$ cat src/rtl/instr_fetch_if.sv
// Instruction fetch bus bundle: memory read port, instruction delivery port
// and redirect request, as seen from the fetch unit (master) and its
// environment (slave).
interface instr_fetch_if;
  logic        mem_req;
  logic [31:0] mem_addr;
  logic        mem_rvalid;
  logic [31:0] mem_rdata;
  logic        instr_valid;
  logic [31:0] instruction;
  logic [31:0] pc_out;
  logic        instr_ready;
  logic        redirect;
  logic [31:0] redirect_pc;

  modport master (
    output mem_req, mem_addr, instr_valid, instruction, pc_out,
    input  mem_rvalid, mem_rdata, instr_ready, redirect, redirect_pc
  );

  modport slave (
    input  mem_req, mem_addr, instr_valid, instruction, pc_out,
    output mem_rvalid, mem_rdata, instr_ready, redirect, redirect_pc
  );
endinterface

$ cat src/rtl/instr_fetch.sv
// Instruction fetch unit: issues sequential word reads, buffers returned
// instructions with their addresses in a small FIFO, and restarts at a new
// target on redirect, discarding any response still in flight.
module instr_fetch #(
  parameter logic [31:0] RESET_PC = 32'h0000_0000,
  parameter int unsigned DEPTH    = 2
) (
  input logic           clk,
  input logic           start_up_n,
  instr_fetch_if.master bus
);

  localparam int unsigned AW = (DEPTH > 1) ? $clog2(DEPTH) : 1;
  localparam int unsigned CW = AW + 1;
  localparam int unsigned XW = CW + 1;

  typedef enum logic [1:0] {
    IDLE,
    WAIT,
    FLUSH
  } state_t;

  state_t        state;
  state_t        state_nxt;
  logic          run;
  logic [31:0]   fetch_pc;
  logic [31:0]   req_pc;
  logic [31:0]   pc_mem  [DEPTH];
  logic [31:0]   ins_mem [DEPTH];
  logic [AW-1:0] rd_ptr;
  logic [AW-1:0] wr_ptr;
  logic [CW-1:0] count;

  logic          valid;
  logic          pop;
  logic          push;
  logic          room;
  logic          req;

  assign valid = (count != '0);
  assign pop   = valid & bus.instr_ready;
  assign push  = (state == WAIT) & bus.mem_rvalid;

  // At least one free slot once this cycle's pop and push are accounted for:
  // DEPTH - count + pop - push >= 1, rearranged to avoid an unsigned underflow.
  assign room = (XW'(count) + XW'(push)) < (XW'(DEPTH) + XW'(pop));

  assign bus.mem_addr    = fetch_pc;
  assign bus.instr_valid = valid;
  assign bus.instruction = valid ? ins_mem[rd_ptr] : '0;
  assign bus.pc_out      = valid ? pc_mem[rd_ptr]  : '0;
  assign bus.mem_req     = req;

  // FSM state register
  always_ff @(posedge clk or negedge start_up_n) begin
    if (!start_up_n) begin
      state <= IDLE;
    end else begin
      state <= state_nxt;
    end
  end

  // FSM next state; redirect outranks a new request and turns an unanswered
  // request into one whose response is dropped
  always_comb begin
    state_nxt = state;
    if (bus.redirect) begin
      case (state)
        WAIT:    state_nxt = bus.mem_rvalid ? IDLE : FLUSH;
        FLUSH:   if (bus.mem_rvalid) state_nxt = IDLE;
        default: state_nxt = state;
      endcase
    end else if (req) begin
      state_nxt = WAIT;
    end else if ((state != IDLE) && bus.mem_rvalid) begin
      state_nxt = IDLE;
    end
  end

  // FSM output: request whenever idle or the outstanding read completes now
  always_comb begin
    req = 1'b0;
    if (run && !bus.redirect && room) begin
      req = (state == IDLE) || ((state == WAIT) && bus.mem_rvalid);
    end
  end

  // Fetch address, request address, run flag and FIFO bookkeeping
  always_ff @(posedge clk or negedge start_up_n) begin
    if (!start_up_n) begin
      run      <= 1'b0;
      fetch_pc <= RESET_PC;
      req_pc   <= '0;
      count    <= '0;
      rd_ptr   <= '0;
      wr_ptr   <= '0;
    end else begin
      run <= 1'b1;
      if (bus.redirect) begin
        fetch_pc <= bus.redirect_pc & ~32'h3;
        count    <= '0;
        rd_ptr   <= '0;
        wr_ptr   <= '0;
      end else begin
        if (req) begin
          fetch_pc <= fetch_pc + 32'd4;
          req_pc   <= fetch_pc;
        end
        if (push) wr_ptr <= wr_ptr + AW'(1);
        if (pop)  rd_ptr <= rd_ptr + AW'(1);
        count <= count + CW'(push) - CW'(pop);
      end
    end
  end

  // FIFO storage; contents are only visible through a nonzero count
  always_ff @(posedge clk) begin
    if (push && !bus.redirect) begin
      pc_mem[wr_ptr]  <= req_pc;
      ins_mem[wr_ptr] <= bus.mem_rdata;
    end
  end

endmodule

$ cat src/flat_wrapper.sv
// flat-port wrapper written by rule: the top's interface ports become plain ports
module instr_fetch_flat 
#(
  parameter logic [31:0] RESET_PC = 32'h0000_0000,
  parameter int unsigned DEPTH    = 2
)
  (clk, start_up_n, bus_mem_req, bus_mem_addr, bus_instr_valid, bus_instruction, bus_pc_out, bus_mem_rvalid, bus_mem_rdata, bus_instr_ready, bus_redirect, bus_redirect_pc);
  instr_fetch_if bus_i ();
  input logic clk;
  input logic start_up_n;
  output wire logic [$bits(bus_i.mem_req)-1:0] bus_mem_req;
  output wire logic [$bits(bus_i.mem_addr)-1:0] bus_mem_addr;
  output wire logic [$bits(bus_i.instr_valid)-1:0] bus_instr_valid;
  output wire logic [$bits(bus_i.instruction)-1:0] bus_instruction;
  output wire logic [$bits(bus_i.pc_out)-1:0] bus_pc_out;
  input wire logic [$bits(bus_i.mem_rvalid)-1:0] bus_mem_rvalid;
  input wire logic [$bits(bus_i.mem_rdata)-1:0] bus_mem_rdata;
  input wire logic [$bits(bus_i.instr_ready)-1:0] bus_instr_ready;
  input wire logic [$bits(bus_i.redirect)-1:0] bus_redirect;
  input wire logic [$bits(bus_i.redirect_pc)-1:0] bus_redirect_pc;
  assign bus_mem_req = bus_i.mem_req;
  assign bus_mem_addr = bus_i.mem_addr;
  assign bus_instr_valid = bus_i.instr_valid;
  assign bus_instruction = bus_i.instruction;
  assign bus_pc_out = bus_i.pc_out;
  assign bus_i.mem_rvalid = bus_mem_rvalid;
  assign bus_i.mem_rdata = bus_mem_rdata;
  assign bus_i.instr_ready = bus_instr_ready;
  assign bus_i.redirect = bus_redirect;
  assign bus_i.redirect_pc = bus_redirect_pc;
  instr_fetch #(.RESET_PC(RESET_PC), .DEPTH(DEPTH)) u_core (.clk(clk), .start_up_n(start_up_n), .bus(bus_i));
endmodule
$ cat config.mk
export PLATFORM = sky130hd
export DESIGN_NAME = instr_fetch_flat
export DESIGN_NICKNAME = d
export VERILOG_FILES = /design/src/rtl/instr_fetch_if.sv /design/src/rtl/instr_fetch.sv /design/src/flat_wrapper.sv
export SDC_FILE = /design/constraint.sdc
export NUM_CORES = 1
export LEC_CHECK = 0
export BUFFER_PORTS_ARGS = -buffer_cell sky130_fd_sc_hd__buf_4
export CAP_MARGIN = 20
export CORE_MARGIN = 1.5
export CORE_UTILIZATION = 49
export CTS_CLUSTER_DIAMETER = 80
export CTS_CLUSTER_SIZE = 20
export DETAILED_ROUTE_END_ITERATION = 6
export PLACE_DENSITY = 0.75
export SYNTH_ARGS = -nofsm -noshare
export SYNTH_HDL_FRONTEND = slang
export SYNTH_SLANG_ARGS = --single-unit
$ cat constraint.sdc
create_clock -name clk -period 5.4 [get_ports clk]
set_input_delay 1.08 -clock clk [delete_from_list [all_inputs] [get_ports clk]]
set_output_delay 1.08 -clock clk [all_outputs]
set_load 0.005 [all_outputs]
# Yosys cells after proc, flatten, opt, wreduce, memory -nomap -nowiden

Memory sizes are Yosys's and may differ from the RTL's.
Cells that the tools add are included.

Bits in registers: 71
Bits in writable memories: 128
Input bits: 69
Output and inout port bits: 98
Word-level logic and storage cells: 58
Memories kept: 2

Memories:

| memory         | words | bits a word | rd ports | clocked after memory_dff | wr ports | RTL line          | RTL |
|---|---|---|---|---|---|---|---|
| u_core.ins_mem | 2     | 32          | 1        | 0                        | 1        | instr_fetch.sv:29 | `logic [31:0] ins_mem [DEPTH];` |
| u_core.pc_mem  | 2     | 32          | 1        | 0                        | 1        | instr_fetch.sv:28 | `logic [31:0] pc_mem [DEPTH];` |

Add/sub/neg operators: 7
Magnitude comparators: 1
Eq/ne operators: 4
Multiplexer cells: 18
Bitwise gates (word level): 3
Reductions and logical operators: 16

Operators by type and width:

| kind                                                                  | count |
|---|---|
| 32-bit two-way mux                                                    | 4 |
| 32-bit by 3-bit adder with 32-bit output, second input constant       | 1 |
| 2-bit two-way mux                                                     | 6 |
| 2-bit nonzero test                                                    | 5 |
| 1-bit two-way mux                                                     | 7 |
| 1-bit logical AND                                                     | 5 |
| 2-bit case mux with 2 select lines                                    | 1 |
| 2-bit by 1-bit adder with 3-bit output                                | 1 |
| 2-bit by 1-bit adder with 3-bit output, first input constant          | 1 |
| 3-bit < comparator                                                    | 1 |
| 3-bit by 1-bit != test with 1-bit output, second input constant       | 1 |
| 3-bit != test, second input constant                                  | 1 |
| 3-bit AND reduction                                                   | 1 |
| 3-bit nonzero test                                                    | 1 |
| 1-bit adder, second input constant                                    | 2 |
| 2-bit by 1-bit adder with 2-bit output                                | 1 |
| 1-bit AND                                                             | 2 |
| 2-bit by 1-bit equality test with 1-bit output, second input constant | 1 |
| 2-bit equality test, second input constant                            | 1 |
| 2-bit logical NOT                                                     | 1 |
| 2-bit AND reduction                                                   | 1 |
| 2-bit by 1-bit subtractor with 2-bit output                           | 1 |
| 1-bit logical NOT                                                     | 1 |
| 1-bit logical OR                                                      | 1 |
| 1-bit inverter                                                        | 1 |

# Longest topological paths before layout

Gate-level depths: netlist of the first run.

Word-level depth: 8
Mapped depth: 11
Depth with buffers taken out: 8

# Worst setup path after synthesis of the first run

Ideal clock, no wire load.

Path type: in2reg
From: input bus_redirect
To: memory u_core.ins_mem[0][0] (enable)
Library setup time: 0.559 ns
Arrival: 5.753 ns
Required time: 4.841 ns
Slack: -0.911 ns
Stages: 3
Path buffers: 2
Cells stage by stage: clkbuf_1 buf_1 nor3_1

Word-level cells in the longest chain between the ends: 4

Ends and longest elaborated chain:

| what                                    | RTL line           | RTL |
|---|---|---|
| start, declared                         | flat_wrapper.sv:19 | `input wire logic [$bits(bus_i.redirect)-1:0] bus_redirect;` |
| 1-bit logical NOT                       | instr_fetch.sv:118 | `if (push && !bus.redirect) begin` |
| 1-bit logical AND                       | instr_fetch.sv:118 |  |
| 1-bit two-way mux                       | instr_fetch.sv:118 |  |
| 1-bit two-way mux (implied by the code) | instr_fetch.sv:120 | `ins_mem[wr_ptr] <= bus.mem_rdata;` |
| end, declared                           | instr_fetch.sv:29  |  |

Every way passes these cells.

# Final worst setup path of the first run

From: input bus_mem_rvalid
To: output bus_mem_req

Word-level cells in the longest chain between the ends: 5
Elaborated cells on any way between the ends: 7
Those cells by class: 1 x add/sub; 1 x order compare; 1 x mux; 1 x bitwise; 3 x reduce/logical

Ends and longest elaborated chain:

| what                                   | RTL line           | RTL |
|---|---|---|
| start, declared                        | flat_wrapper.sv:16 | `input wire logic [$bits(bus_i.mem_rvalid)-1:0] bus_mem_rvalid;` |
| 1-bit AND                              | instr_fetch.sv:42  | `assign push = (state == WAIT) & bus.mem_rvalid;` |
| 2-bit by 1-bit adder with 3-bit output | instr_fetch.sv:46  | `assign room = (XW'(count) + XW'(push)) < (XW'(DEPTH) + XW'(pop));` |
| 3-bit < comparator                     | instr_fetch.sv:46  |  |
| 1-bit logical AND                      | instr_fetch.sv:83  | `if (run && !bus.redirect && room) begin` |
| 1-bit two-way mux (*)                  | instr_fetch.sv:83  |  |
| end, declared                          | flat_wrapper.sv:11 | `output wire logic [$bits(bus_i.mem_req)-1:0] bus_mem_req;` |

Mark *: on every way between the ends. The rest lies on a longest branch, timed or not.

==> impl_summary.txt, run 1 <==
----------------------------------------------------
[Clocking]
  Clock tree from TritonCTS ... built
  Buffer cell driving the clock tree root ... clkbuf_16
  TritonCTS Buffers ... 17
  Cts-stage hold buffer count ... 0
  TritonCTS Sinks ... 191
  Total number of H-tree levels ... 4
  Skew-Pair Late Insertion Delay ... 430 ps
  Count of buffers added by post-CTS timing repair for setup ... 0
  Max clock buf depth ... 2
  Post-cts sizing count ... 0
  Clock slew at the register clock pins of the worst setup and hold paths ... 70 ps

[Layout]
  Layout cell share with drive strength beyond 1 ... 0.2807
  Fraction of the core area covered by cells at the end of the flow ... 0.6340
  # fillers ... approximately 1200
  Inserted Diodes ... 0
  Area Overhead vs Synth ... 25.69%
  Number of nets in the layout ... 865
  Most common cell after layout, fill and taps aside ... buf_4
  Most frequent cells in the layout ... 167 x buf_4, 124 x edfxtp_1, 99 x nand2_1

[Synth]
  YS warnings ... 0
  Cell area after technology mapping ... 8071 um2
  Ys async rst share ... 0.3508
  Top flip-flop cell by instance count after synthesis ... edfxtp_1
  Number of synthesized register bits ... 191
  Sequential share of the synthesized area ... 0.6690
  Number of enable-type register cells in the synthesized netlist ... 124
  Synth Area per Inst ... between 10 and 15 um2
  Post-Synthesis Cells ... 637
  Count of cell types in the netlist ... between 60 and 70

[Routing]
  DRC violation count after routing ... 0
  WL final ... about 18 mm
  Metal2 WL ... 9.125 mm
  Via total after detailed routing ... between 5000 and 6000
  Routed length on met1 ... approximately 7.5 mm
  TritonRoute pass-1 iters ... 4
  WL met3 ... 1.154 mm
  Routed len/inst ... 17.65 um
  Via-per-instance ratio ... 5.393
  Top routing layer used ... met4
  Drt initial violations ... 278
  Number of routed nets with antenna violations ... 0

[Worst setup path]
  Sort of element at the start of the critical path ... primary input
  Critical path fanouts, max ... 16
  Required time at the endpoint of the critical path ... 4320 ps
  Critical path data arrival time ... around 2900 ps
  Reg2Reg Launch Point ... u_core.count[0]$_DFF_PN0_
  Cell count of the worst reg-to-reg path ... 8
  RR Endpoint ... u_core.bus.mem_addr[31]$_DFFE_PN0P_
  Category of the critical setup timing path ... in2out
  Flop2flop setup slack ... 2290 ps
  Endpoint class of the critical path ... primary output

[STA]
  Time the worst path needs with I/O delays and setup ... 4005 ps
  Unrepaired setup endpoints after global routing ... no
  Max transition margin ... 0.3936
  Final-report hold violation count ... 0
  Fin Setup TNS ... 0 ps
  Actual slew at the worst max-slew pin ... 907.4 ps
  Timing-limited maximum frequency ... 249.7 MHz
  Least setup slack across all paths after layout ... 1395 ps
  Final setup fails ... 0
  Final Slew Violations ... 0
  Final period util ... 0.7417
  Worst clock skew ... roughly 7.8 ps

[Placement]
  Worst Setup Slack post-DPL ... 1408 ps
  Placed wire-length estimate after detailed placement ... 11.63 mm
  RD Place Congestion ... 0.8366
  Number of port buffers ... 160

[GRT]
  Total track usage ... 0.2139
  Total congestion overflow after global routing ... 0
  Wire length of the first global-routing pass ... between 20 and 30 mm
  Pin count of the biggest net entering global routing ... 68
  Antenna violations before repair ... 0
  Number of global-route vias before repair ... 5633

[Floorplanning]
  Row count ... 46
  IO Count ... around 170
  Overall die width ... 131.3 um
  DIE AREA ... 17250 um2
  Die outline height ... around 130 um
  Core Box Area ... 16000 um2
  Initial Utilization ... 0.5045

[Min path]
  Kind of path behind the tightest hold check ... reg2reg
  Min-Delay Startpoint ... u_core.req_pc[10]$_DFFE_PN0P_
  Worst Hold Depth ... 0
  Endpoint with the worst hold slack ... u_core.pc_mem[1][10]$_DFFE_PP_

[Power]
  Final total power ... 4.523 mW
  Static power due to leakage ... 4.076 nW
  Cell Pwr Density ... 445.8 nW/um2
  Worst voltage drop across the vdd grid ... approximately 0.24 mV

[Flow run]
  Maxcap violations ... 0

[Run status]
  Run status ... finished clean

----------------------------------------------------
==> layer usage <==
layer  track usage  vias up
met3       0.04514       16
met1        0.2636     2707
met5             0        -
met2        0.3757      201
met4       0.07284        0
li1              -     2582
==> sequential cells by signal, indices dropped and copies added (netlist names), 2 cells and up <==
signal / flops
u_core.req_pc: 30
u_core.count: 2
u_core.pc_mem: 60
u_core.ins_mem: 64
u_core.state: 2
u_core.bus.mem_addr: 30
==> report_power, final <==
group	internal (mW)	total (mW)	switching [mW]	leakage, nW
registers	1.82	2.02	0.201	1.95
logic	0.604	1.25	0.648	1.83
clock network	0.724	1.25	0.525	0.289
total	3.15	4.52	1.37	4.08
==> stage by stage <==
step / instances / hold WS [ps] / cell area [um2]
final: 1021 / 470.2 / 10140
after global routing: 1021 / 484.5 / 10140
after CTS: 1018 / 472.3 / 10070
after detailed placement: 986 / 455.1 / 9472
after global placement: 986 / 449.3 / 9472
after floorplan: 640 / 441.9 / 8088
==> worst max-delay path, stage by stage <==
cell,delay [ps]
buf_4,140
and4b_1,230
ha_1,230
nor4b_4,280
o211ai_2,370
or2_2,420
inv_2,60
buf_4,100
==> synth_stat cells, types with 4 or more instances <==
cell type	n	share of area
edfxtp_1	124	0.46
nand2_1	99	0.046
nor2_1	74	0.034
dfrtp_1	67	0.21
mux2i_1	62	0.077
o21ai_0	23	0.014
clkbuf_1	19	0.0088
inv_1	17	0.0079
buf_2	11	0.0068
nor3_1	11	0.0068
nand3_1	10	0.0062
nor4_1	8	0.0062
xnor2_1	8	0.0087
a221o_1	7	0.0087
o21ai_1	6	0.0037
nand4_1	5	0.0039
nor3b_1	5	0.0047
xor2_1	5	0.0054
buf_4	4	0.0037
ha_1	4	0.0062
==> area by class of cell <==
| type | count | area, um2 | share of cell area |
|---|---|---|---|
| sequential | 191 | 5404 | 0.5327 |
| tap | 216 | 270.3 | 0.02664 |
| multi-input combinational | 393 | 2456 | 0.2421 |
| timing repair buffer | 171 | 1349 | 0.1330 |
| clock buffer | 20 | 467.9 | 0.04613 |
| clock inverter | 12 | 130.1 | 0.01283 |
| inverter | 18 | 67.56 | 0.006660 |
==> cell families (layout without fill, tap and decap cells) <==
kind of cell / Yosys count / count (layout) / share of synthesized area
and+or+nand+nor: 237 / 237 / 0.1363
DFF: 191 / 191 / 0.6690
AOI/OAI and AO/OA: 69 / 69 / 0.06185
muxes: 65 / 65 / 0.08107
buffers and inverters: 56 / 221 / 0.03054
xor gates and xnor gates: 13 / 13 / 0.01411
adders and majority gates: 4 / 4 / 0.006201
other: 2 / 5 / 0.0009304
==> worst max-delay path by stage <==
stage | depth (start not counted) | from | to
2_1_floorplan | 3 | bus_redirect | u_core.ins_mem[0][0]$_DFFE_PP_
3_5_place_dp | 8 | bus_mem_rvalid | bus_mem_req
6_report | 8 | bus_mem_rvalid | bus_mem_req
5_1_grt | 8 | bus_mem_rvalid | bus_mem_req
3_3_place_gp | 8 | bus_mem_rvalid | bus_mem_req
4_1_cts | 8 | bus_mem_rvalid | bus_mem_req
Power figures use the tool's default switching activity.
==> run 2, diff against run 1 <==
clock period = 3.45 ns   (was 5.4 ns; I/O delays follow)
==> impl_summary.txt, run 2 (synthesized netlist as in run 1, its figures left out) <==
----------------------------------------------------
[Run status]
  Run status ... finished clean (unchanged)

[Worst setup path]
  Worst stage delay on the critical path ... 450 ps (was 420 ps)
  Category of the critical setup timing path ... reg2out (was in2out)
  Slowest-stage cell, CP ... dfrtp_1 (was or2_2)
  RR Endpoint ... u_core.bus.mem_addr[31]$_DFFE_PN0P_ (unchanged)
  Required time at the endpoint of the critical path ... 2760 ps (was 4320 ps)
  Critical path data arrival time ... 2250 ps (was 2930 ps)
  Crit-path cells ... and4b_1 -> ha_1 -> nand2b_1 -> o211ai_2 -> or2_2 -> inv_2 -> buf_4 (was buf_4 -> and4b_1 -> ha_1 -> nor4b_4 -> o211ai_2 -> or2_2 -> inv_2 -> buf_4)
  Reg2Reg Launch Point ... u_core.state[1]$_DFFE_PN0P_ (was u_core.count[0]$_DFF_PN0_)
  Critical path fanouts, max ... 5 (was 16)
  Sort of element at the start of the critical path ... register (was primary input)
  Cell count of the worst reg-to-reg path ... 8 (unchanged)
  Flop2flop setup slack ... 770 ps (was 2290 ps)
  Endpoint class of the critical path ... primary output (unchanged)

[Layout]
  Top Registers ... u_core.ins_mem x64, u_core.pc_mem x60 (unchanged)
  Register containing the most flip-flops in the final layout ... u_core.ins_mem (unchanged)
  Inserted Diodes ... 0 (unchanged)
  Flip-flop count of the largest register, all copies and words added ... 64 (unchanged)
  Layout cell share with drive strength beyond 1 ... 0.2800 (was 0.2807)
  Most frequent cells in the layout ... 172 x buf_4, 124 x edfxtp_1, 99 x nand2_1 (was 167 x buf_4, 124 x edfxtp_1, 99 x nand2_1)
  Fraction of the core area covered by cells at the end of the flow ... 0.6300 (was 0.6340)
  Area Overhead vs Synth ... 24.90% (was 25.69%)
  Number of nets in the layout ... 867 (was 865)
  Most common cell after layout, fill and taps aside ... buf_4 (unchanged)

[Routing]
  Via total after detailed routing ... 5511 (was 5506)
  Via-per-instance ratio ... 5.387 (was 5.393)
  DRC violation count after routing ... 0 (unchanged)
  Routed len/inst ... 17.48 um (was 17.65 um)
  WL final ... 17.89 mm (was 18.02 mm)
  Number of routed nets with antenna violations ... 0 (unchanged)
  Drt initial violations ... 388 (was 278)
  TritonRoute pass-1 iters ... 5 (was 4)

[GRT]
  Number of global-route vias before repair ... 5492 (was 5633)
  Pin count of the biggest net entering global routing ... 68 (unchanged)
  Total congestion overflow after global routing ... 0 (unchanged)
  Total track usage ... 0.2096 (was 0.2139)
  Wire length of the first global-routing pass ... 28.34 mm (was 28.92 mm)
  Antenna violations before repair ... 0 (unchanged)

[Floorplanning]
  Initial Utilization ... 0.5045 (unchanged)
  IO Count ... 167 (unchanged)
  Die outline height ... 131.3 um (unchanged)
  Row count ... 46 (unchanged)
  Core Box Area ... 16000 um2 (unchanged)
  Overall die width ... 131.3 um (unchanged)
  DIE AREA ... 17250 um2 (unchanged)

[Clocking]
  Buffer cell driving the clock tree root ... clkbuf_16 (unchanged)
  Clock tree from TritonCTS ... built (unchanged)
  Skew-Pair Late Insertion Delay ... 430 ps (about the same)
  TritonCTS Buffers ... 17 (unchanged)
  Post-cts sizing count ... 0 (unchanged)
  Cts-stage hold buffer count ... 0 (unchanged)
  Clock slew at the register clock pins of the worst setup and hold paths ... 60 ps (was 70 ps)
  TritonCTS Sinks ... 191 (unchanged)
  Total number of H-tree levels ... 4 (unchanged)
  Max clock buf depth ... 2 (unchanged)
  Count of buffers added by post-CTS timing repair for setup ... 0 (unchanged)

[STA]
  Final Slew Violations ... 0 (unchanged)
  Worst clock skew ... 10.31 ps (was 7.781 ps)
  Max transition margin ... 0.4112 (was 0.3936)
  Final setup fails ... 0 (unchanged)
  Final-report hold violation count ... 0 (unchanged)
  Actual slew at the worst max-slew pin ... 883.2 ps (was 907.4 ps)
  Time the worst path needs with I/O delays and setup ... 2942 ps
  Final period util ... 0.8528
  Fin Setup TNS ... 0 ps (unchanged)
  Unrepaired setup endpoints after global routing ... no (unchanged)
  Timing-limited maximum frequency ... 339.9 MHz

[Min path]
  Kind of path behind the tightest hold check ... in2async (was reg2reg)

[Placement]
  Placed wire-length estimate after detailed placement ... 11.58 mm (was 11.63 mm)
  RD Place Congestion ... 0.8779 (was 0.8366)
  Number of port buffers ... 160 (unchanged)

[Power]
  Worst voltage drop across the vdd grid ... 0.3989 mV (was 0.2444 mV)
  Static power due to leakage ... 4.063 nW (was 4.076 nW)
  Final total power ... 7.029 mW (was 4.523 mW)
  Cell Pwr Density ... 697.3 nW/um2 (was 445.8 nW/um2)

[Flow run]
  Maxcap violations ... 0 (unchanged)

----------------------------------------------------
-- run 2: changes by cell type in the layout (fill, tap and decap cells not counted) --
| cell | previous run | this run |
|---|---|---|
| clkinv_1 | 0 | 1 |
| buf_16 | 2 | 0 |
| buf_4 | 167 | 172 |
| inv_6 | 3 | 2 |
| clkinvlp_4 | 3 | 1 |
| clkbuf_8 | 1 | 0 |
| clkbuf_1 | 1 | 2 |
| buf_12 | 2 | 1 |
| clkinv_4 | 0 | 4 |
| clkbuf_16 | 18 | 17 |
| inv_4 | 1 | 0 |
-- run 2: per-layer routing --
layer | wire, um | vias up | global-route usage
li1 | - | 2587 | -
met5 | 0 | - | 0
met4 | 309 | 0 | 0.07469
met1 | 7644 | 2676 | 0.2716
met3 | 1160 | 24 | 0.04475
met2 | 8772 | 224 | 0.3507
-- run 2: area by class of cell --
type | instances | area [um2]
Fill cell | 1258 | 5919
Timing Repair Buffer | 173 | 1311
Inverter | 18 | 67.56
Clock inverter | 13 | 138.9
Multi-Input combinational cell | 393 | 2456
Tap cell | 216 | 270.3
Sequential cell | 191 | 5404
Clock buffer | 19 | 432.9
-- run 2: worst max-delay path by stage --
stage | start | end | slack (ps) | depth (start not counted)
final | u_core.state[1]$_DFFE_PN0P_ | bus_mem_req | 510 | 7
after global routing | u_core.state[1]$_DFFE_PN0P_ | bus_mem_req | 390 | 7
after CTS | u_core.state[1]$_DFFE_PN0P_ | bus_mem_req | 490 | 7
after detailed placement | bus_mem_rvalid | u_core.bus.mem_addr[31]$_DFFE_PN0P_ | 390 | 9
after global placement | bus_mem_rvalid | u_core.bus.mem_addr[31]$_DFFE_PN0P_ | 530 | 9
after floorplan | bus_redirect | u_core.ins_mem[0][0]$_DFFE_PP_ | 350 | 3
-- run 2: critical path: cells and delay by family, from the launching register on --
family,cells,cell delay (ps)
adder cells (fa/ha/maj),1,280
AO/OA/AOI/OAI,1,110
flip-flops,1,450
AND/OR/NAND/NOR,3,820
buffers and inverters,2,180
-- run 2: metrics by stage --
stage | hold WS, ps | std cells | instance area [um2] | worst slack (ps)
after CTS | 409.9 | 1023 | 10080 | 488.6
after detailed placement | 456.6 | 991 | 9509 | 393.5
final | 384.2 | 1023 | 10080 | 507.9
after floorplan | 394.4 | 640 | 8094 | 352.8
after global routing | 424.1 | 1023 | 10080 | 386.3
after global placement | 449.6 | 991 | 9509 | 525.7
-- run 2: power by group --
group	internal [mW]	leakage, nW	switching (mW)	total [mW]
logic	0.948	1.83	0.981	1.93
registers	2.85	1.95	0.362	3.21
clock network	1.07	0.279	0.820	1.89
==> run 3, diff against run 2 <==
CTS_BUF_LIST = sky130_fd_sc_hd__clkbuf_16   (was not set)
==> impl_summary.txt, run 3 (synthesized netlist as in run 1, its figures left out) <==
----------------------------------------------------
[Layout]
  Flip-flop count of the largest register, all copies and words added ... 64 (unchanged)
  Inserted Diodes ... 0 (unchanged)
  Register containing the most flip-flops in the final layout ... u_core.ins_mem (unchanged)
  Top Registers ... u_core.ins_mem x64, u_core.pc_mem x60 (unchanged)
  Most frequent cells in the layout ... 172 x buf_4, 124 x edfxtp_1, 99 x nand2_1 (unchanged)
  Fraction of the core area covered by cells at the end of the flow ... 0.6300 (unchanged)
  Most common cell after layout, fill and taps aside ... buf_4 (unchanged)
  Layout cell share with drive strength beyond 1 ... 0.2800 (unchanged)
  Area Overhead vs Synth ... 24.90% (unchanged)
  Number of nets in the layout ... 867 (unchanged)

[Floorplanning]
  Initial Utilization ... 0.5045 (unchanged)
  DIE AREA ... 17250 um2 (unchanged)
  Row count ... 46 (unchanged)
  Overall die width ... 131.3 um (unchanged)
  Die outline height ... 131.3 um (unchanged)
  IO Count ... 167 (unchanged)
  Core Box Area ... 16000 um2 (unchanged)

[Routing]
  Via total after detailed routing ... 5514 (was 5511)
  Via-per-instance ratio ... 5.390 (was 5.387)
  TritonRoute pass-1 iters ... 6 (was 5)
  DRC violation count after routing ... 0 (unchanged)
  Drt initial violations ... 381 (was 388)
  WL final ... 17.91 mm (was 17.89 mm)
  Routed len/inst ... 17.50 um (was 17.48 um)
  Number of routed nets with antenna violations ... 0 (unchanged)

[Power]
  Part of the power in registers ... 0.457 (about the same)
  Power share of the clock group ... 0.268 (was 0.269)
  Switching component of the power ... 2.165 mW (was 2.163 mW)
  Static power due to leakage ... 4.071 nW (was 4.063 nW)
  Comb pwr share ... 0.275 (about the same)
  Cell Pwr Density ... 696.9 nW/um2 (was 697.3 nW/um2)
  Switching part of the total ... 0.3082 (was 0.3077)
  Power Internal ... 4.860 mW (was 4.866 mW)
  Worst voltage drop across the vdd grid ... 0.3989 mV (about the same)

[STA]
  Actual slew at the worst max-slew pin ... 886.0 ps (was 883.2 ps)
  Fin Setup TNS ... 0 ps (unchanged)
  Worst clock skew ... 10.32 ps (was 10.31 ps)
  Max transition margin ... 0.4093 (was 0.4112)
  Final Slew Violations ... 0 (unchanged)
  Final period util ... 0.8529 (was 0.8528)
  Time the worst path needs with I/O delays and setup ... 2943 ps (was 2942 ps)
  Timing-limited maximum frequency ... 339.8 MHz (was 339.9 MHz)
  Final setup fails ... 0 (unchanged)
  Final-report hold violation count ... 0 (unchanged)
  Unrepaired setup endpoints after global routing ... no (unchanged)

[Placement]
  Number of port buffers ... 160 (unchanged)
  RD Place Congestion ... 0.8779 (unchanged)
  Placed wire-length estimate after detailed placement ... 11.58 mm (unchanged)

[Worst setup path]
  RR Endpoint ... u_core.bus.mem_addr[31]$_DFFE_PN0P_ (unchanged)
  Category of the critical setup timing path ... reg2out (unchanged)
  Required time at the endpoint of the critical path ... 2760 ps (about the same)
  Endpoint class of the critical path ... primary output (unchanged)
  Flop2flop setup slack ... 770 ps (about the same)
  Sort of element at the start of the critical path ... register (unchanged)
  Cell count of the worst reg-to-reg path ... 8 (unchanged)
  Reg2Reg Launch Point ... u_core.state[1]$_DFFE_PN0P_ (unchanged)
  Critical path data arrival time ... 2250 ps (about the same)
  Critical path fanouts, max ... 5 (unchanged)

[Clocking]
  Skew-Pair Late Insertion Delay ... 430 ps (about the same)
  Clock slew at the register clock pins of the worst setup and hold paths ... 60 ps (about the same)
  TritonCTS Sinks ... 191 (unchanged)
  Count of buffers added by post-CTS timing repair for setup ... 0 (unchanged)
  Cts-stage hold buffer count ... 0 (unchanged)
  Max clock buf depth ... 2 (unchanged)
  Clock tree from TritonCTS ... built (unchanged)
  TritonCTS Buffers ... 17 (unchanged)
  Total number of H-tree levels ... 4 (unchanged)
  Buffer cell driving the clock tree root ... clkbuf_16 (unchanged)
  Post-cts sizing count ... 0 (unchanged)

[GRT]
  Pin count of the biggest net entering global routing ... 68 (unchanged)
  Antenna violations before repair ... 0 (unchanged)
  Total track usage ... 0.2096 (unchanged)
  Wire length of the first global-routing pass ... 28.34 mm (unchanged)
  Number of global-route vias before repair ... 5492 (unchanged)
  Total congestion overflow after global routing ... 0 (unchanged)

[Min path]
  Kind of path behind the tightest hold check ... in2async (unchanged)

[Flow run]
  Maxcap violations ... 0 (unchanged)

[Run status]
  Run status ... finished clean (unchanged)

----------------------------------------------------
run 3: changes by cell type in the layout (fill, tap and decap cells not counted):
cell / delta
inv_1: +2
clkbuf_1: -2
run 3: metrics by stage:
stage	worst slack (ps)	cell area (um2)	power [mW]	hold WS, ps	cells
after global routing	386.3	10080	7.390	424.1	1023
final	507.5	10080	7.025	385.1	1023
after CTS	488.6	10080	7.077	409.9	1023
after global placement	525.7	9509	5.116	449.6	991
after floorplan	352.8	8094	4.207	394.4	640
after detailed placement	393.5	9509	5.194	456.6	991
run 3: how the worst max path moves through the flow:
stage                           startpoint                             endpoint  slack (ps)  cells past startpoint
2_1_floorplan                 bus_redirect       u_core.ins_mem[0][0]$_DFFE_PP_         350                      3
3_3_place_gp                bus_mem_rvalid  u_core.bus.mem_addr[31]$_DFFE_PN0P_         530                      9
3_5_place_dp                bus_mem_rvalid  u_core.bus.mem_addr[31]$_DFFE_PN0P_         390                      9
4_1_cts        u_core.state[1]$_DFFE_PN0P_                          bus_mem_req         490                      7
5_1_grt        u_core.state[1]$_DFFE_PN0P_                          bus_mem_req         390                      7
6_report       u_core.state[1]$_DFFE_PN0P_                          bus_mem_req         510                      7
run 3: final cells by class:
type / instances / area, um2
tap: 216 / 270.3
clock buffer: 17 / 425.4
fill: 1258 / 5919
multi-input combinational: 393 / 2456
timing repair buffer: 173 / 1311
sequential: 191 / 5404
clock inverter: 15 / 146.4
inverter: 18 / 67.56
run 3: power groups by stage:
| stage | Clock, mW | Combinational (mW) | Sequential [mW] |
|---|---|---|---|
| 3_5_place_dp | 0 | 1.94 | 3.26 |
| 2_1_floorplan | 0 | 1.13 | 3.07 |
| 3_3_place_gp | 0 | 1.89 | 3.22 |
| 4_1_cts | 1.92 | 1.95 | 3.21 |
| 5_1_grt | 2.01 | 2.12 | 3.26 |
| 6_report | 1.88 | 1.93 | 3.21 |
run 3: layer usage:
| layer | GRT usage | vias up | wire, um |
|---|---|---|---|
| met5 | 0 | - | 0 |
| met4 | 0.07469 | 0 | 309 |
| met3 | 0.04475 | 24 | 1151 |
| met2 | 0.3507 | 221 | 8781 |
| met1 | 0.2716 | 2681 | 7663 |
| li1 | - | 2588 | - |
run 3: critical path, stage by stage, from the launching register on:
cell and delay (ps):
dfrtp_1 450, and4b_1 370, ha_1 280, nand2b_1 140, o211ai_2 110, or2_2 310, inv_2 80, buf_4 100
